==> config.mk <==
export PLATFORM = sky130hd
export DESIGN_NAME = fp16_mac
export DESIGN_NICKNAME = d
export VERILOG_FILES = /design/src/rtl/fp16_pkg.sv /design/src/rtl/fp16_add.sv /design/src/rtl/fp16_mul.sv /design/src/rtl/fp16_mac.sv
export SDC_FILE = /design/constraint.sdc
export NUM_CORES = 1
export LEC_CHECK = 0
export ABC_AREA = 1
export CORE_UTILIZATION = 51
export DETAILED_ROUTE_END_ITERATION = 6
export PLACE_DENSITY = 0.68
export SLEW_MARGIN = 0
export SYNTH_ARGS = -nofsm -noshare
export SYNTH_HDL_FRONTEND = slang
export SYNTH_SLANG_ARGS = --single-unit
export TNS_END_PERCENT = 20
==> constraint.sdc <==
create_clock -name clk_50 -period 21.6 [get_ports clk_50]
set_clock_uncertainty 0.1 [all_clocks]
set_input_delay 5.4 -clock clk_50 [delete_from_list [all_inputs] [get_ports clk_50]]
set_output_delay 5.4 -clock clk_50 [all_outputs]
set_load 0.01 [all_outputs]
==> src/rtl/fp16_pkg.sv <==
// Shared binary16 definitions for the MAC datapath: field widths, special
// encodings, the unpacked field view and the common round/pack step.
package fp16_pkg;

  localparam int EXP_W = 5;
  localparam int MAN_W = 10;
  localparam int BIAS  = 15;

  localparam logic [15:0] POS_INF = 16'h7C00;
  localparam logic [15:0] NEG_INF = 16'hFC00;
  localparam logic [15:0] QNAN    = 16'h7E00;

  typedef struct packed {
    logic             sign;
    logic [EXP_W-1:0] exp;
    logic [MAN_W-1:0] man;
  } fp16_t;

  // sig carries the hidden bit in its MSB; guard is the first dropped bit and
  // sticky the OR of everything below it. Saturation and flush use the
  // exponent after any rounding carry.
  function automatic logic [15:0] roundPack(input logic sign,
                                            input logic signed [7:0] expIn,
                                            input logic [MAN_W:0] sig,
                                            input logic guard,
                                            input logic sticky);
    logic [MAN_W+1:0]  rounded;
    logic signed [7:0] expAdj;
    rounded = {1'b0, sig} + {{(MAN_W+1){1'b0}}, guard & (sticky | sig[0])};
    expAdj  = expIn;
    if (rounded[MAN_W+1]) begin
      rounded = rounded >> 1;
      expAdj  = expIn + 8'sd1;
    end
    if (expAdj > 8'sd30)
      roundPack = {sign, POS_INF[14:0]};
    else if (expAdj < 8'sd1)
      roundPack = {sign, 15'd0};
    else
      roundPack = {sign, expAdj[EXP_W-1:0], rounded[MAN_W-1:0]};
  endfunction

endpackage

==> src/rtl/fp16_add.sv <==
// Combinational binary16 adder used as the accumulator's feedback adder.
module fp16_add
  import fp16_pkg::*;
(
  input  logic [15:0] i_a,
  input  logic [15:0] i_b,
  output logic [15:0] o_sum
);

  fp16_t             w_a, w_b, w_big, w_small;
  logic              w_aZero, w_bZero, w_aInf, w_bInf, w_aNan, w_bNan;
  logic              w_swap, w_subtract;
  logic [4:0]        w_expDiff, w_shamt;
  logic [27:0]       w_wide;
  logic [13:0]       w_bigExt, w_smallExt, w_norm;
  logic [14:0]       w_mag;
  logic [3:0]        w_lzc;
  logic signed [7:0] w_expNorm;

  assign w_a       = i_a;
  assign w_b       = i_b;
  assign w_aZero   = (w_a.exp == '0);
  assign w_bZero   = (w_b.exp == '0);
  assign w_aInf    = (w_a.exp == '1) && (w_a.man == '0);
  assign w_bInf    = (w_b.exp == '1) && (w_b.man == '0);
  assign w_aNan    = (w_a.exp == '1) && (w_a.man != '0);
  assign w_bNan    = (w_b.exp == '1) && (w_b.man != '0);
  assign w_subtract = w_a.sign ^ w_b.sign;

  assign w_swap    = {w_b.exp, w_b.man} > {w_a.exp, w_a.man};
  assign w_big     = w_swap ? w_b : w_a;
  assign w_small   = w_swap ? w_a : w_b;
  assign w_expDiff = w_big.exp - w_small.exp;

  // Beyond 16 places the whole smaller significand already lands in sticky.
  assign w_shamt    = (w_expDiff > 5'd16) ? 5'd16 : w_expDiff;
  assign w_wide     = {1'b1, w_small.man, 17'd0} >> w_shamt;
  assign w_smallExt = {w_wide[27:15], |w_wide[14:0]};
  assign w_bigExt   = {1'b1, w_big.man, 3'b000};
  assign w_mag      = w_subtract ? ({1'b0, w_bigExt} - {1'b0, w_smallExt})
                                 : ({1'b0, w_bigExt} + {1'b0, w_smallExt});

  always_comb begin
    w_lzc = 4'd0;
    for (int i = 0; i < 14; i++)
      if (w_mag[i]) w_lzc = 4'(13 - i);
  end

  assign w_norm    = w_mag[13:0] << w_lzc;
  assign w_expNorm = signed'({3'b000, w_big.exp}) - signed'({4'b0000, w_lzc});

  always_comb begin
    o_sum = '0;
    if (w_aNan || w_bNan || (w_aInf && w_bInf && w_subtract))
      o_sum = QNAN;
    else if (w_aInf)
      o_sum = i_a;
    else if (w_bInf)
      o_sum = i_b;
    else if (w_aZero && w_bZero)
      o_sum = {w_a.sign & w_b.sign, 15'd0};
    else if (w_aZero)
      o_sum = i_b;
    else if (w_bZero)
      o_sum = i_a;
    else if (w_mag == '0)
      o_sum = '0;
    else if (w_mag[14])
      o_sum = roundPack(w_big.sign, signed'({3'b000, w_big.exp}) + 8'sd1,
                        w_mag[14:4], w_mag[3], |w_mag[2:0]);
    else
      o_sum = roundPack(w_big.sign, w_expNorm, w_norm[13:3], w_norm[2], |w_norm[1:0]);
  end

endmodule

==> src/rtl/fp16_mul.sv <==
// Combinational binary16 multiplier; subnormal inputs read as signed zero.
module fp16_mul
  import fp16_pkg::*;
(
  input  logic [15:0] i_x,
  input  logic [15:0] i_y,
  output logic [15:0] o_prod
);

  fp16_t             w_x;
  fp16_t             w_y;
  logic              w_xZero, w_yZero, w_xInf, w_yInf, w_xNan, w_yNan;
  logic              w_sign;
  logic [21:0]       w_sigProd;
  logic signed [7:0] w_expSum;

  assign w_x     = i_x;
  assign w_y     = i_y;
  assign w_xZero = (w_x.exp == '0);
  assign w_yZero = (w_y.exp == '0);
  assign w_xInf  = (w_x.exp == '1) && (w_x.man == '0);
  assign w_yInf  = (w_y.exp == '1) && (w_y.man == '0);
  assign w_xNan  = (w_x.exp == '1) && (w_x.man != '0);
  assign w_yNan  = (w_y.exp == '1) && (w_y.man != '0);
  assign w_sign  = w_x.sign ^ w_y.sign;

  assign w_sigProd = {11'd0, 1'b1, w_x.man} * {11'd0, 1'b1, w_y.man};
  assign w_expSum  = signed'({3'b000, w_x.exp} + {3'b000, w_y.exp}) - signed'(8'(BIAS));

  // The 11x11 product lies in [2^20, 2^22), so at most one normalizing shift.
  always_comb begin
    o_prod = '0;
    if (w_xNan || w_yNan || (w_xInf && w_yZero) || (w_yInf && w_xZero))
      o_prod = QNAN;
    else if (w_xInf || w_yInf)
      o_prod = w_sign ? NEG_INF : POS_INF;
    else if (w_xZero || w_yZero)
      o_prod = {w_sign, 15'd0};
    else if (w_sigProd[21])
      o_prod = roundPack(w_sign, w_expSum + 8'sd1, w_sigProd[21:11],
                         w_sigProd[10], |w_sigProd[9:0]);
    else
      o_prod = roundPack(w_sign, w_expSum, w_sigProd[20:10],
                         w_sigProd[9], |w_sigProd[8:0]);
  end

endmodule

==> src/rtl/fp16_mac.sv <==
// Scalar binary16 MAC: registered product feeding a registered running sum.
module fp16_mac (
  input  logic        clk_50,
  input  logic        reset_50,
  input  logic [15:0] x_50,
  input  logic [15:0] y_50,
  output logic [15:0] m_50,
  output logic [15:0] a_50
);

  logic [15:0] r_m, r_a;
  logic [15:0] w_prod, w_sum;

  fp16_mul u_mul (
    .i_x    (x_50),
    .i_y    (y_50),
    .o_prod (w_prod)
  );

  fp16_add u_add (
    .i_a   (r_a),
    .i_b   (r_m),
    .o_sum (w_sum)
  );

  // Accumulator adds the product registered on the previous edge.
  always_ff @(posedge clk_50 or negedge reset_50) begin
    if (!reset_50) begin
      r_m <= '0;
      r_a <= '0;
    end else begin
      r_m <= w_prod;
      r_a <= w_sum;
    end
  end

  assign m_50 = r_m;
  assign a_50 = r_a;

endmodule

# After elaboration in Yosys (flattened, before gate mapping)
# Cells that the tools add are included.
totals:
  reg_bits: 32
  latchBits: 0
  ramBits: 0
  rom_bits: 0
  input_bits: 34
  out_inout_bits: 32
  mem_count: 0
classes:
  add_sub_neg: 15
  n_mul: 1
  n_div: 0
  n_lt_le_gt_ge: 10
  n_eq_ne: 6
  shifts: 2
  muxes: 71
  n_bitwise: 11
  reduce_logical: 39
ops:
  columns: ["op", "n"]
  rows:
  - ["two-way mux 8 bit", 28]
  - ["two-way mux 15 bit", 13]
  - ["two-way mux 16 bit", 11]
  - ["two-way mux 4 bit", 14]
  - ["adder 11 x 1 -> 12 bit", 4]
  - ["zero test 10 bit", 4]
  - ["two-way mux 10 bit", 4]
  - ["nonzero test 10 bit", 4]
  - ["adder 8 x 2 -> 8 bit, second input constant", 4]
  - ["> comparator 8 x 6 -> 1 bit, second input constant", 4]
  - ["< comparator 8 x 2 -> 1 bit, second input constant", 4]
  - [">> shifter 28 x 5 -> 28 bit", 1]
  - ["multiplier 11 x 11 -> 22 bit", 1]
  - ["== test 5 bit, second input constant", 4]
  - ["zero test 5 bit", 4]
  - ["adder 14 x 14 -> 15 bit", 1]
  - ["> comparator 15 bit", 1]
  - ["zero test 15 bit", 1]
  - ["OR reduction 15 bit", 1]
  - ["subtractor 14 x 14 -> 15 bit", 1]
  - ["left shift 14 x 4 -> 14 bit", 1]
  - ["logical AND 1 bit", 13]
  - ["OR reduction 10 bit", 1]
  - ["OR reduction 9 bit", 1]
  - ["16 further kinds", 30]

# Depth between registers and ports, before layout
logic_depth:
  ltp_word: 48
  ltp_mapped: 72

# By module
# A second synthesis with hierarchy kept.
hier_totals:
  hier_cells: 2237
  area_unflattened_um2: 13212.7
by_module_without_submodules:
  columns: ["mod", "instances", "cells_per_inst", "area_per_inst_um2", "seq_area_each_um2"]
  rows:
  - ["fp16_mul", 1, 1097, 6721.4, 0.0]
  - ["fp16_add", 1, 1108, 5690.5, 0.0]
  - ["fp16_mac", 1, 32, 800.8, 800.8]

# Least setup slack after synthesis
# Ideal clock, no wire load.
synth_timing:
  path_type: "in2reg"
  from: "input y_50[4]"
  to: "register r_m[9], in the netlist m_50[9]"
  setup_ns: 0.110
  arrival_time_ns: 12.009
  required_time_ns: 21.390
  path_slack_ns: 9.381
  stages: 35
  path_cell_list: "clkbuf_1 -> nand2_1 -> fa_1 -> inv_1 -> fa_1 -> inv_1 -> fa_1 -> inv_1 -> fa_1 -> fa_1 -> ha_1 -> nand2_1 -> o21ai_0 -> nand3_1 -> nand2_1 -> a21oi_1 -> o21bai_1 -> nand3_1 -> nand2_1 -> a21oi_1 -> o21bai_1 -> a21oi_1 -> nor2_1 -> nor2_1 -> xor2_1 -> nor3_1 -> nand3_1 -> clkbuf_1 -> o21ai_0 -> inv_1 -> a21oi_1 -> inv_1 -> a21oi_1 -> a21oi_1 -> o41ai_1"
synth_via:
  elab_chain_cells: 17
  elab_cells_between_ends: 42
  classes_between: "add/sub: 2; mul: 1; order compare: 4; mux: 20; bitwise: 4; reduce/logical: 11"
synth_lines:
  columns: ["element", "line_no", "text"]
  rows:
  - ["from (decl)", "fp16_mac.sv:6", "input logic [15:0] y_50,"]
  - ["multiplier 11 x 11 -> 22 bit", "fp16_mul.sv:27", "assign w_sigProd = {11'd0, 1'b1, w_x.man} * {11'd0, 1'b1, w_y.man};"]
  - ["OR reduction 10 bit / OR reduction 9 bit (equally long branches)", "fp16_mul.sv:41, fp16_mul.sv:44", null]
  - ["bitwise OR 1 bit", "fp16_pkg.sv:29", "rounded = {1'b0, sig} + {{(MAN_W+1){1'b0}}, guard & (sticky | sig[0])};"]
  - ["bitwise AND 1 bit", "fp16_pkg.sv:29", null]
  - ["adder 11 x 1 -> 12 bit", "fp16_pkg.sv:29", null]
  - ["two-way mux 8 bit", "fp16_pkg.sv:31", "if (rounded[MAN_W+1]) begin"]
  - ["two-way mux 8 bit", "fp16_mul.sv:39", "else if (w_sigProd[21])"]
  - ["two-way mux 8 bit", "fp16_mul.sv:37", "else if (w_xZero || w_yZero)"]
  - ["[... 2 more ...]", null, null]
  - ["< comparator 8 x 2 -> 1 bit", "fp16_pkg.sv:37", "else if (expAdj < 8'sd1)"]
  - ["two-way mux 15 bit", "fp16_pkg.sv:37", null]
  - ["two-way mux 15 bit", "fp16_pkg.sv:35", "if (expAdj > 8'sd30)"]
  - ["two-way mux 15 bit", "fp16_mul.sv:39", null]
  - ["two-way mux 15 bit", "fp16_mul.sv:37", null]
  - ["two-way mux 16 bit", "fp16_mul.sv:35", "else if (w_xInf || w_yInf)"]
  - ["two-way mux 16 bit *", "fp16_mul.sv:33", "if (w_xNan || w_yNan || (w_xInf && w_yZero) || (w_yInf && w_xZero))"]
  - ["via u_mul.o_prod[9]", "fp16_mul.sv:7", "output logic [15:0] o_prod"]
  - ["to (signal assigned)", "fp16_mac.sv:32", "r_m <= w_prod;"]
  - ["to (decl)", "fp16_mac.sv:11", "logic [15:0] r_m, r_a;"]
# The timed path passes the listed nets; every way through them passes the cells marked *. The select of a mux whose other input is x is not followed.
# A chain may end at the register's enable or synchronous reset.

# Worst setup path after layout
layout_timing:
  from: "input x_50[5]"
  to: "register r_m[9], in the netlist m_50[9]"
layout_via:
  elab_chain_cells: 17
  elab_cells_between_ends: 42
  classes_between: "add/sub: 2; mul: 1; order compare: 4; mux: 20; bitwise: 4; reduce/logical: 11"
layout_lines:
  columns: ["element", "line_no", "text"]
  rows:
  - ["from (decl)", "fp16_mac.sv:5", "input logic [15:0] x_50,"]
  - ["multiplier 11 x 11 -> 22 bit", "fp16_mul.sv:27", null]
  - ["OR reduction 10 bit / OR reduction 9 bit (equally long branches)", "fp16_mul.sv:41, fp16_mul.sv:44", null]
  - ["bitwise OR 1 bit", "fp16_pkg.sv:29", null]
  - ["bitwise AND 1 bit", "fp16_pkg.sv:29", null]
  - ["adder 11 x 1 -> 12 bit", "fp16_pkg.sv:29", null]
  - ["two-way mux 8 bit", "fp16_pkg.sv:31", null]
  - ["two-way mux 8 bit", "fp16_mul.sv:39", null]
  - ["two-way mux 8 bit", "fp16_mul.sv:37", null]
  - ["[... 2 more ...]", null, null]
  - ["< comparator 8 x 2 -> 1 bit", "fp16_pkg.sv:37", null]
  - ["two-way mux 15 bit", "fp16_pkg.sv:37", null]
  - ["two-way mux 15 bit", "fp16_pkg.sv:35", null]
  - ["two-way mux 15 bit", "fp16_mul.sv:39", null]
  - ["two-way mux 15 bit", "fp16_mul.sv:37", null]
  - ["two-way mux 16 bit", "fp16_mul.sv:35", null]
  - ["two-way mux 16 bit *", "fp16_mul.sv:33", null]
  - ["via u_mul.o_prod[9]", "fp16_mul.sv:7", null]
# Marks and branches as above.

==> results.yml <==
clock_network:
  cts.sinks: 32
  cts_buffer_depth: 2
  cts_resized: 0
  cts.htree.levels: 2
  numCtsBuffers: 5
  postCtsHoldBufs: 0
  clk_pin_slew_ns: 0.06
  cts_tree: "yes"
  cts_root_buf: "clkbuf_16"
  post-cts-setup-buffer-count: 0
  insertion_delay_ns: 0.28
synth:
  synth_top_family_by_area: "simple AND/OR/NAND/NOR gates"
  synth_adder_area_share_pct: 26.0
  syn_area_sq_um: 12100
  ys.flop_type: "dfrtp_1"
  synth_cells: 1959
  synth-edff-count: 0
  muxShareOfSynthArea_pct: 0.0932
  synth_compound_area_share_pct: 10.9
  async_flop_share_pct: 100
  synth.area.top_cells: "nand2_1 (17%), fa_1 (14%), ha_1 (12%), inv_1 (11%), dfrtp_1 (6.6%)"
  yosys.area_share.simple_pct: 37.6
  synthDistinctLibCells: 60
  syn-num-nets: 2194
  ys_seq_area_share_pct: 6.63
  synthXorXnorAreaFrac_pct: 5.07
  yosysTopAreaCell: "nand2_1"
  synth.avg_cell_area_sq_um: 6.17
  synth_top_area_share_pct: 17.5
  synth_seq_cells: 32
  yosysWarningCount: 0
route:
  routed-via-count: 12271
  drc_errors: 0
  ant_nets: 0
  drt_iter0_drc: 837
  routed_wl_microns: 32800
  wl_per_cell_microns: 14.3
  vias_per_cell: 5.35
  drt-pass1-iter-count: 6
floorplanning:
  fp.dieW_microns: 156
  rows: 55
  num_io_pins: 66
  initial_core_util_pct: 52.7
  die_y_microns: 156
  dieArea_sq_um: 24300
  core_area_sq_um: 22900
timing:
  setup_violations: 0
  hold_viol_final: 0
  setup_tns_ns: 0
  finalCriticalPeriod_ns: 14.20
  timing.final.crit_share_pct: 65.7
  worst_pin_slew_ns: 0.896
  rsz0062_at_grt: "no"
  max_freq_mhz: 70.4
  slew_violations: 0
  max-slew-margin-rel_pct: 40.0
critical_path:
  critPathRequiredTime_ns: 21.62
  worstSetupEndpointType: "register"
  worst-path-max-fanout: 15
  crit_type: "input pin to register"
  cp.arrival_ns: 14.22
  cp-start-kind: "input pin"
  path_buf_inv: 6
  cpMostUsedCell: "a21oi_1"
  critPathMaxStageDelay_ns: 0.81
  path_delay_family: "adder cells"
  cpMaxStageDelayCell: "clkdlybuf4s50_1"
global_routing:
  grt_pass1_vias: 11618
  grtUsageTotal_pct: 27.9
  grt_max_degree: 51
  antenna_found_initial: 0
  grt_pass1_wl_microns: 55400
  gr-total-overflow: 0
final_layout:
  areaGrowthSynthToFinish_pct: 7.88
  num-nets-final: 2216
  drive_gt1_share_pct: 6.00
  num_antenna_cells: 0
run:
  cap_violations: 0
placed_design:
  dp_hpwl_microns: 27300
  gp_congestion: 0.929
  io_buffers: 65
status:
  outcome: "finished, final reports clean"
min_path:
  hp-class: "register to register"
[metal layers]
| metal | vias to the layer above | GRT usage [%] | share of wire, % |
|---|---|---|---|
| met5 | - | 0 | 0 |
| met4 | 0 | 7.14 | 2.5 |
| met3 | 53 | 1.25 | 4.1 |
| met2 | 354 | 50.7 | 49 |
| met1 | 5612 | 36.1 | 45 |
| li1 | 6252 | - | - |
[synth_stat cells (all sizes together), types with 31 or more instances]
cell    number
nor2       131
nand4       38
nor3        31
inv        371
ha         118
nand3      166
clkbuf      36
xor2        61
fa          83
dfrtp       32
a21oi       81
o21ai       87
nand2      596
[state kept, by name, indices dropped and copies added, names as in the netlist]
name  count
m_50     16
a_50     16
[worst min-delay path: cells and delay by family (launching register included)]
family / cells / cell delay [ns]
flip-flops: 1 / 0.41
AND/OR/NAND/NOR: 2 / 0.15
[worst paths after layout]
kind                          start  endpoint  slack [ns]  cells after the start
max in group asynchronous  reset_50   a_50[2]       15.67                      2
hold / removal              a_50[3]   a_50[3]        0.49                      2
setup / recovery            x_50[5]   m_50[9]        7.40                     35
hold reg to reg             a_50[3]   a_50[3]        0.49                      2
min in group asynchronous  reset_50   m_50[0]        5.44                      2
setup reg to reg           a_50[14]  a_50[12]       11.66                     61
[area by class of cell]
cell class              count  area, sq um
clock buffers               8          146
fillers                  2344         9880
inverters                 377         1420
multi-input cells        1498         9620
flip-flops and latches     32          801
well taps                 313          392
repair buffers             67          666
[placed cells by master, fill, tap and decap left out, types with 6 or more instances in the layout]
master           synthesis  routed
nor3_1                  28      28
nor2_4                   7       7
nand2_2                 25      25
o211ai_1                 6       6
clkdlybuf4s50_1          0      65
a21oi_1                 78      78
nand4_1                 38      38
fa_1                    83      83
inv_2                   26      26
nor4_1                  21      21
dfrtp_1                 32      32
a31oi_1                 10      10
or2_2                   10      10
nor2_1                 113     113
xnor2_1                  9       9
nand3_2                  7       7
xor2_1                  61      61
ha_1                   118     118
clkinv_1                 6       6
nand2_1                563     563
nand3_1                156     156
o21ai_1                  9       9
inv_1                  345     345
nand2_4                  8       8
o21ai_0                 77      77
nor2_2                   9       9
[cells by family after synthesis]
kind of cell               count (synthesis)
AOI/OAI and AO/OA                        224
xor gates and xnor gates                  70
adders and majority gates                201
buffers and inverters                    429
DFF                                       32
muxes                                      1
and+or+nand+nor                         1002
[metrics by stage]
step           util [%]  instances  area [sq um]  setup WS, ns  hold WS (ns)
6_report           56.9       2295         13000          7.40         0.485
5_1_grt            56.9       2295         13000          6.67         0.543
4_1_cts            56.9       2295         13000          7.49         0.489
3_5_place_dp       56.3       2287         12900          7.22         0.475
3_3_place_gp       56.3       2287         12900          7.17         0.457
2_1_floorplan         -       1959         12100          9.38         0.452
Power is not shown: default switching activity piles up to over one toggle a cycle in this logic, so the estimate is an artifact.
